`config.mk`:
```
export PLATFORM = sky130hd
export DESIGN_NAME = seq_scan_controller
export DESIGN_NICKNAME = d
export VERILOG_FILES = /design/src/rtl/seq_scan_controller.sv
export SDC_FILE = /design/constraint.sdc
export NUM_CORES = 1
export LEC_CHECK = 0
export ABC_AREA = 0
export BUFFER_PORTS_ARGS = -buffer_cell sky130_fd_sc_hd__buf_2
export CAP_MARGIN = 20
export CORE_MARGIN = 1
export CORE_UTILIZATION = 28
export DETAILED_ROUTE_END_ITERATION = 6
export PLACE_DENSITY = 0.51
export SKIP_CTS_REPAIR_TIMING = 1
export SLEW_MARGIN = 25
export SYNTH_ARGS = -nofsm -noshare
export SYNTH_HDL_FRONTEND = slang
export SYNTH_SLANG_ARGS = --single-unit
export TNS_END_PERCENT = 1
```
`constraint.sdc`:
```
create_clock -name clk -period 1.84 [get_ports clk]
set_input_delay 0.368 -clock clk [delete_from_list [all_inputs] [get_ports clk]]
set_output_delay 0.368 -clock clk [all_outputs]
set_load 0.02 [all_outputs]
```
`src/rtl/seq_scan_controller.sv`:
```
// ----------------------------------------------------------------------------
// seq_scan_controller
//
// Purpose:
//   Feeds parallel words, one bit per clock and MSB first, into an external
//   overlapping "101" serial detector. The detector has a Moore-style
//   registered output. The controller clears the detector before every word,
//   so a match can never span two words. It collects the detector's hit flag
//   for every bit and returns a per-bit hit mask plus a hit count over a
//   valid/ready result handshake.
//
//   Sequence per word: IDLE -> CLEAR (1) -> SHIFT (WIDTH) -> DRAIN (1) -> DONE.
//   An abort in any non-IDLE state discards the word. It costs one extra
//   detector-clear cycle (ABORT) and then returns to IDLE.
//
// Ports:
//   clk        in   system clock, rising edge
//   reset      in   asynchronous active-low reset
//   in_valid   in   host presents in_word
//   in_ready   out  controller can accept a word (IDLE only)
//   in_word    in   word to scan, bit WIDTH-1 shifted first
//   abort      in   synchronous cancel of the current scan
//   det_clear  out  registered active-high clear to the detector
//   det_data   out  registered serial bit to the detector
//   det_hit    in   detector output, high the cycle after a completed "101"
//   out_valid  out  result available
//   out_ready  in   consumer accepts the result
//   out_hits   out  bit i set if a pattern ended on in_word[i]
//   out_count  out  popcount of out_hits
//   busy       out  high in any state other than IDLE
// ----------------------------------------------------------------------------
module seq_scan_controller #(
    parameter int unsigned WIDTH = 8,
    parameter int unsigned CNT_W = $clog2(WIDTH + 1)
) (
    input  logic             clk,
    input  logic             reset,
    input  logic             in_valid,
    output logic             in_ready,
    input  logic [WIDTH-1:0] in_word,
    input  logic             abort,
    output logic             det_clear,
    output logic             det_data,
    input  logic             det_hit,
    output logic             out_valid,
    input  logic             out_ready,
    output logic [WIDTH-1:0] out_hits,
    output logic [CNT_W-1:0] out_count,
    output logic             busy
);

    typedef enum logic [2:0] {
        StIdle,
        StClear,
        StShift,
        StDrain,
        StDone,
        StAbort
    } state_e;

    state_e             state_q;
    logic [WIDTH-1:0]   shift_q;
    logic [CNT_W-1:0]   cnt_q;
    logic [WIDTH-1:0]   hits_q;
    logic [CNT_W-1:0]   count_q;
    logic               in_ready_q;
    logic               out_valid_q;
    logic               det_clear_q;
    logic               det_data_q;
    logic               busy_q;

    // The hit seen while cnt_q = k belongs to the bit shifted out when the
    // counter was k-1. That bit is in_word[WIDTH-k].
    logic [CNT_W-1:0]   hit_idx;
    logic [WIDTH-1:0]   hit_mask;

    always_comb begin
        hit_idx  = CNT_W'(WIDTH) - cnt_q;
        hit_mask = {{(WIDTH - 1){1'b0}}, 1'b1} << hit_idx;
    end

    always_ff @(posedge clk or negedge reset) begin
        if (!reset) begin
            state_q     <= StIdle;
            shift_q     <= '0;
            cnt_q       <= '0;
            hits_q      <= '0;
            count_q     <= '0;
            in_ready_q  <= 1'b1;
            out_valid_q <= 1'b0;
            det_clear_q <= 1'b0;
            det_data_q  <= 1'b0;
            busy_q      <= 1'b0;
        end else if (abort && (state_q != StIdle) && (state_q != StAbort)) begin
            // Abort wins over everything else, including out_ready in DONE.
            // The partial or finished result is dropped.
            state_q     <= StAbort;
            hits_q      <= '0;
            count_q     <= '0;
            cnt_q       <= '0;
            in_ready_q  <= 1'b0;
            out_valid_q <= 1'b0;
            det_clear_q <= 1'b1;
            det_data_q  <= 1'b0;
            busy_q      <= 1'b1;
        end else begin
            unique case (state_q)
                StIdle: begin
                    if (in_valid) begin
                        shift_q     <= in_word;
                        hits_q      <= '0;
                        count_q     <= '0;
                        cnt_q       <= '0;
                        in_ready_q  <= 1'b0;
                        det_clear_q <= 1'b1;
                        busy_q      <= 1'b1;
                        state_q     <= StClear;
                    end
                end

                StClear: begin
                    // Put the MSB on the line so it is valid for the first
                    // SHIFT cycle.
                    det_clear_q <= 1'b0;
                    det_data_q  <= shift_q[WIDTH-1];
                    shift_q     <= {shift_q[WIDTH-2:0], 1'b0};
                    cnt_q       <= '0;
                    state_q     <= StShift;
                end

                StShift: begin
                    // In the first SHIFT cycle the detector has just been
                    // cleared, so that cycle's hit is ignored.
                    if ((cnt_q != '0) && det_hit) begin
                        hits_q  <= hits_q | hit_mask;
                        count_q <= count_q + CNT_W'(1);
                    end
                    if (cnt_q == CNT_W'(WIDTH - 1)) begin
                        det_data_q <= 1'b0;
                        state_q    <= StDrain;
                    end else begin
                        det_data_q <= shift_q[WIDTH-1];
                        shift_q    <= {shift_q[WIDTH-2:0], 1'b0};
                        cnt_q      <= cnt_q + CNT_W'(1);
                    end
                end

                StDrain: begin
                    // The hit for the last bit, in_word[0], only shows up here.
                    if (det_hit) begin
                        hits_q  <= hits_q | {{(WIDTH - 1){1'b0}}, 1'b1};
                        count_q <= count_q + CNT_W'(1);
                    end
                    out_valid_q <= 1'b1;
                    state_q     <= StDone;
                end

                StDone: begin
                    if (out_ready) begin
                        out_valid_q <= 1'b0;
                        in_ready_q  <= 1'b1;
                        busy_q      <= 1'b0;
                        state_q     <= StIdle;
                    end
                end

                StAbort: begin
                    det_clear_q <= 1'b0;
                    in_ready_q  <= 1'b1;
                    busy_q      <= 1'b0;
                    state_q     <= StIdle;
                end

                default: begin
                    state_q     <= StIdle;
                    in_ready_q  <= 1'b1;
                    out_valid_q <= 1'b0;
                    det_clear_q <= 1'b0;
                    det_data_q  <= 1'b0;
                    busy_q      <= 1'b0;
                end
            endcase
        end
    end

    assign in_ready  = in_ready_q;
    assign out_valid = out_valid_q;
    assign out_hits  = hits_q;
    assign out_count = count_q;
    assign det_clear = det_clear_q;
    assign det_data  = det_data_q;
    assign busy      = busy_q;

endmodule

```
==> flow_metrics.py <==
metrics = {
    "run_status": {
        "outcome": "completed",
    },
    "logic_synthesis": {
        "synth_top_area_share_pct": 39.0,
        "synth-xor-area-share_pct": 0.880,
        "ys_seq_area_share_pct": 40.3,
        "synth-edff-count": 0,
        "netlist_instances": 196,
        "yosysTopAreaCell": "dfrtp_1",
        "synthTopCellsByArea": "dfrtp_1 (39%), mux2_2 (9.1%), ha_1 (4.4%)",
        "synth_top_family_by_area": "compound AO/OA/AOI/OAI gates",
        "synthAdderAreaFrac_pct": 4.40,
        "synth_common_cells": "dfrtp_1 (31), inv_1 (17), mux2_2 (16)",
        "yosys.cell_count.top_type": "dfrtp_1",
        "muxShareOfSynthArea_pct": 10.1,
        "synthSimpleGateAreaFrac_pct": 16.8,
        "synth_ff_type": "dfrtp_1",
        "syn_area_per_cell_um2": 10.2,
        "synth_seq_cells": 32,
        "netlist_area_mm2": 0.00199,
        "syn_nets": 217,
        "async_flop_share_pct": 100,
        "synth_cell_types": 49,
        "synth_compound_area_share_pct": 20.1,
        "yosysWarnings": 0,
    },
    "die": {
        "start_util_pct": 29.1,
        "ios": 31,
        "num_rows": 30,
        "die_w_um": 86.3,
        "core_mm2": 0.00683,
        "die_area_mm2": 0.00745,
        "dieHeight_um": 86.3,
    },
    "grt": {
        "grt_usage_pct": 13.2,
        "grt_antenna_before_repair": 0,
        "grt_pass1_vias": 1612,
        "grt_pass1_wl_mm": 7.67,
        "overflow": 0,
        "grt_max_degree": 24,
    },
    "sta": {
        "layout_setup_ws_ns": 0.0668,
        "slew_headroom_pct": 63.0,
        "whs_ns": 0.0744,
        "fin_skew_ns": 0.00673,
        "rsz0062_at_grt": "yes",
        "period_needed_ns": 1.77,
        "max_freq_mhz": 564,
        "hold_viol_final": 0,
        "worst_pin_slew_ns": 0.556,
        "period_share_pct": 96.4,
        "slew_violations": 0,
        "setup_viol": 0,
    },
    "cells_and_area": {
        "antennaDiodeCount": 0,
        "fillCellCount": 733,
        "drive_above_1_share_pct": 39.5,
        "final_cell_area_mm2": 0.00255,
        "area_growth_syn_to_layout_pct": 27.9,
        "nNetsFinal": 273,
        "fin_util_pct": 37.3,
    },
    "cts": {
        "cts_inserted_buffers": 5,
        "clock_sinks": 32,
        "path_clk_slew_ns": 0.06,
        "cts_tree": "done",
        "cts-root-buf": "clkbuf_8",
        "htree_levels": 2,
        "clkLatencyLatePin_ns": 0.28,
        "cts_buffer_depth": 2,
    },
    "routing": {
        "wire_per_inst_um": 12.9,
        "initialDrtViolationCount": 33,
        "ant_nets": 0,
        "viasPerCell": 4.75,
        "vias": 1659,
        "wl_mm": 4.50,
        "drcViolationCount": 0,
        "first_pass_iters": 4,
    },
    "worst_setup_path": {
        "crit_required_ns": 2.06,
        "worstPathMaxFanout": 6,
        "reg2regPathDepth": 7,
        "critPathKind": "reg -> reg",
        "arrival_ns": 1.99,
        "reg2reg_from": "cnt_q[0]",
        "end_kind": "register",
        "regToRegSetupSlack_ns": 0.07,
        "r2r_end": "cnt_q[0]",
        "cp-start-kind": "register",
    },
    "min_path": {
        "hold_path.class": "in -> async",
    },
    "placement": {
        "place_congestion": 0.767,
        "dp_hpwl_mm": 3.23,
        "portBuffers": 30,
        "placed_cell_area_mm2": 0.00239,
        "dpl_worst_slack_ns": -0.0322,
    },
    "pwr": {
        "p_leak_nw": 1.15,
        "power_density_mw_per_mm2": 1440,
        "peakVddDrop_mv": 0.593,
    },
    "job": {
        "cap_violations": 0,
    },
}
[layout by cell type, fill, tap and decap left out, types with 4 or more instances in the layout]
| cell | instances |
|---|---|
| mux2_2 | 16 |
| nor3_1 | 4 |
| dfrtp_1 | 30 |
| buf_2 | 30 |
| clkbuf_8 | 6 |
| a21oi_1 | 7 |
| nand2_1 | 8 |
| o21ai_0 | 7 |
| buf_4 | 26 |
| nor2b_1 | 6 |
| a211oi_1 | 7 |
| inv_1 | 15 |
| nor2_1 | 15 |
| o21a_1 | 5 |
| ha_1 | 5 |
| nand3_1 | 7 |
[cell families after synthesis]
family,Yosys count
mux,18
fa+ha+maj,7
buf+inv,27
xor+xnor,2
compound gates,54
simple gates,56
flops,32
[how the worst max path moves through the flow]
| stage | start | to | cells after the start |
|---|---|---|---|
| floorplan | cnt_q[0] | busy | 6 |
| global placement | cnt_q[1] | busy | 6 |
| detailed placement | cnt_q[1] | busy | 6 |
| CTS | cnt_q[1] | busy | 6 |
| global route | cnt_q[0] | cnt_q[0] | 7 |
| finish | cnt_q[0] | cnt_q[0] | 7 |
[routing by layer]
metal	wire (um)	part of all wire, %	vias to the layer above	track usage (%)
li1	-	-	832	-
met1	2210	49	791	18.5
met2	2090	46	31	20.3
met3	149	3.3	5	3.24
met4	41	0.91	0	3.64
met5	0	0	-	0
[flip-flops by register name, summed over array words and instances (netlist names)]
signal and flops:
busy 1, cnt_q 4, det_clear 1, det_data 1, in_ready 1, out_count 4
out_hits 8, out_valid 1, shift_q 8, state_q 3
[critical path: stages (launching register included)]
cell	delay, ns
dfrtp_1	0.38
buf_6	0.13
ha_2	0.19
nand3b_1	0.11
buf_4	0.19
o21a_1	0.17
o211ai_1	0.33
mux2_2	0.23
[where the power goes]
part           switching [mW]  total (mW)  internal (mW)
Sequential              0.182        1.10          0.916
Clock                   0.249       0.554          0.305
Combinational           0.984        2.02           1.03
Total                    1.41        3.67           2.25
[through the flow]
step | power (mW) | TNS [ns] | std cells
6_report | 3.67 | 0 | 349
5_1_grt | 3.99 | -0.100 | 349
4_1_cts | 3.58 | -0.390 | 345
3_5_place_dp | 3.00 | -0.181 | 337
3_3_place_gp | 2.99 | -0.00187 | 337
2_1_floorplan | 2.48 | -0.0116 | 196
[layout make-up]
class                   count  area, um^2  share of cell area (%)
multi-input cells         138        1090                    42.9
flip-flops and latches     32         803                    31.5
repair buffers             58         377                    14.8
well taps                  96         120                    4.72
clock buffers               8        90.1                    3.54
inverters                  17        63.8                    2.51
Note: power is estimated with default switching activity, not from simulation.
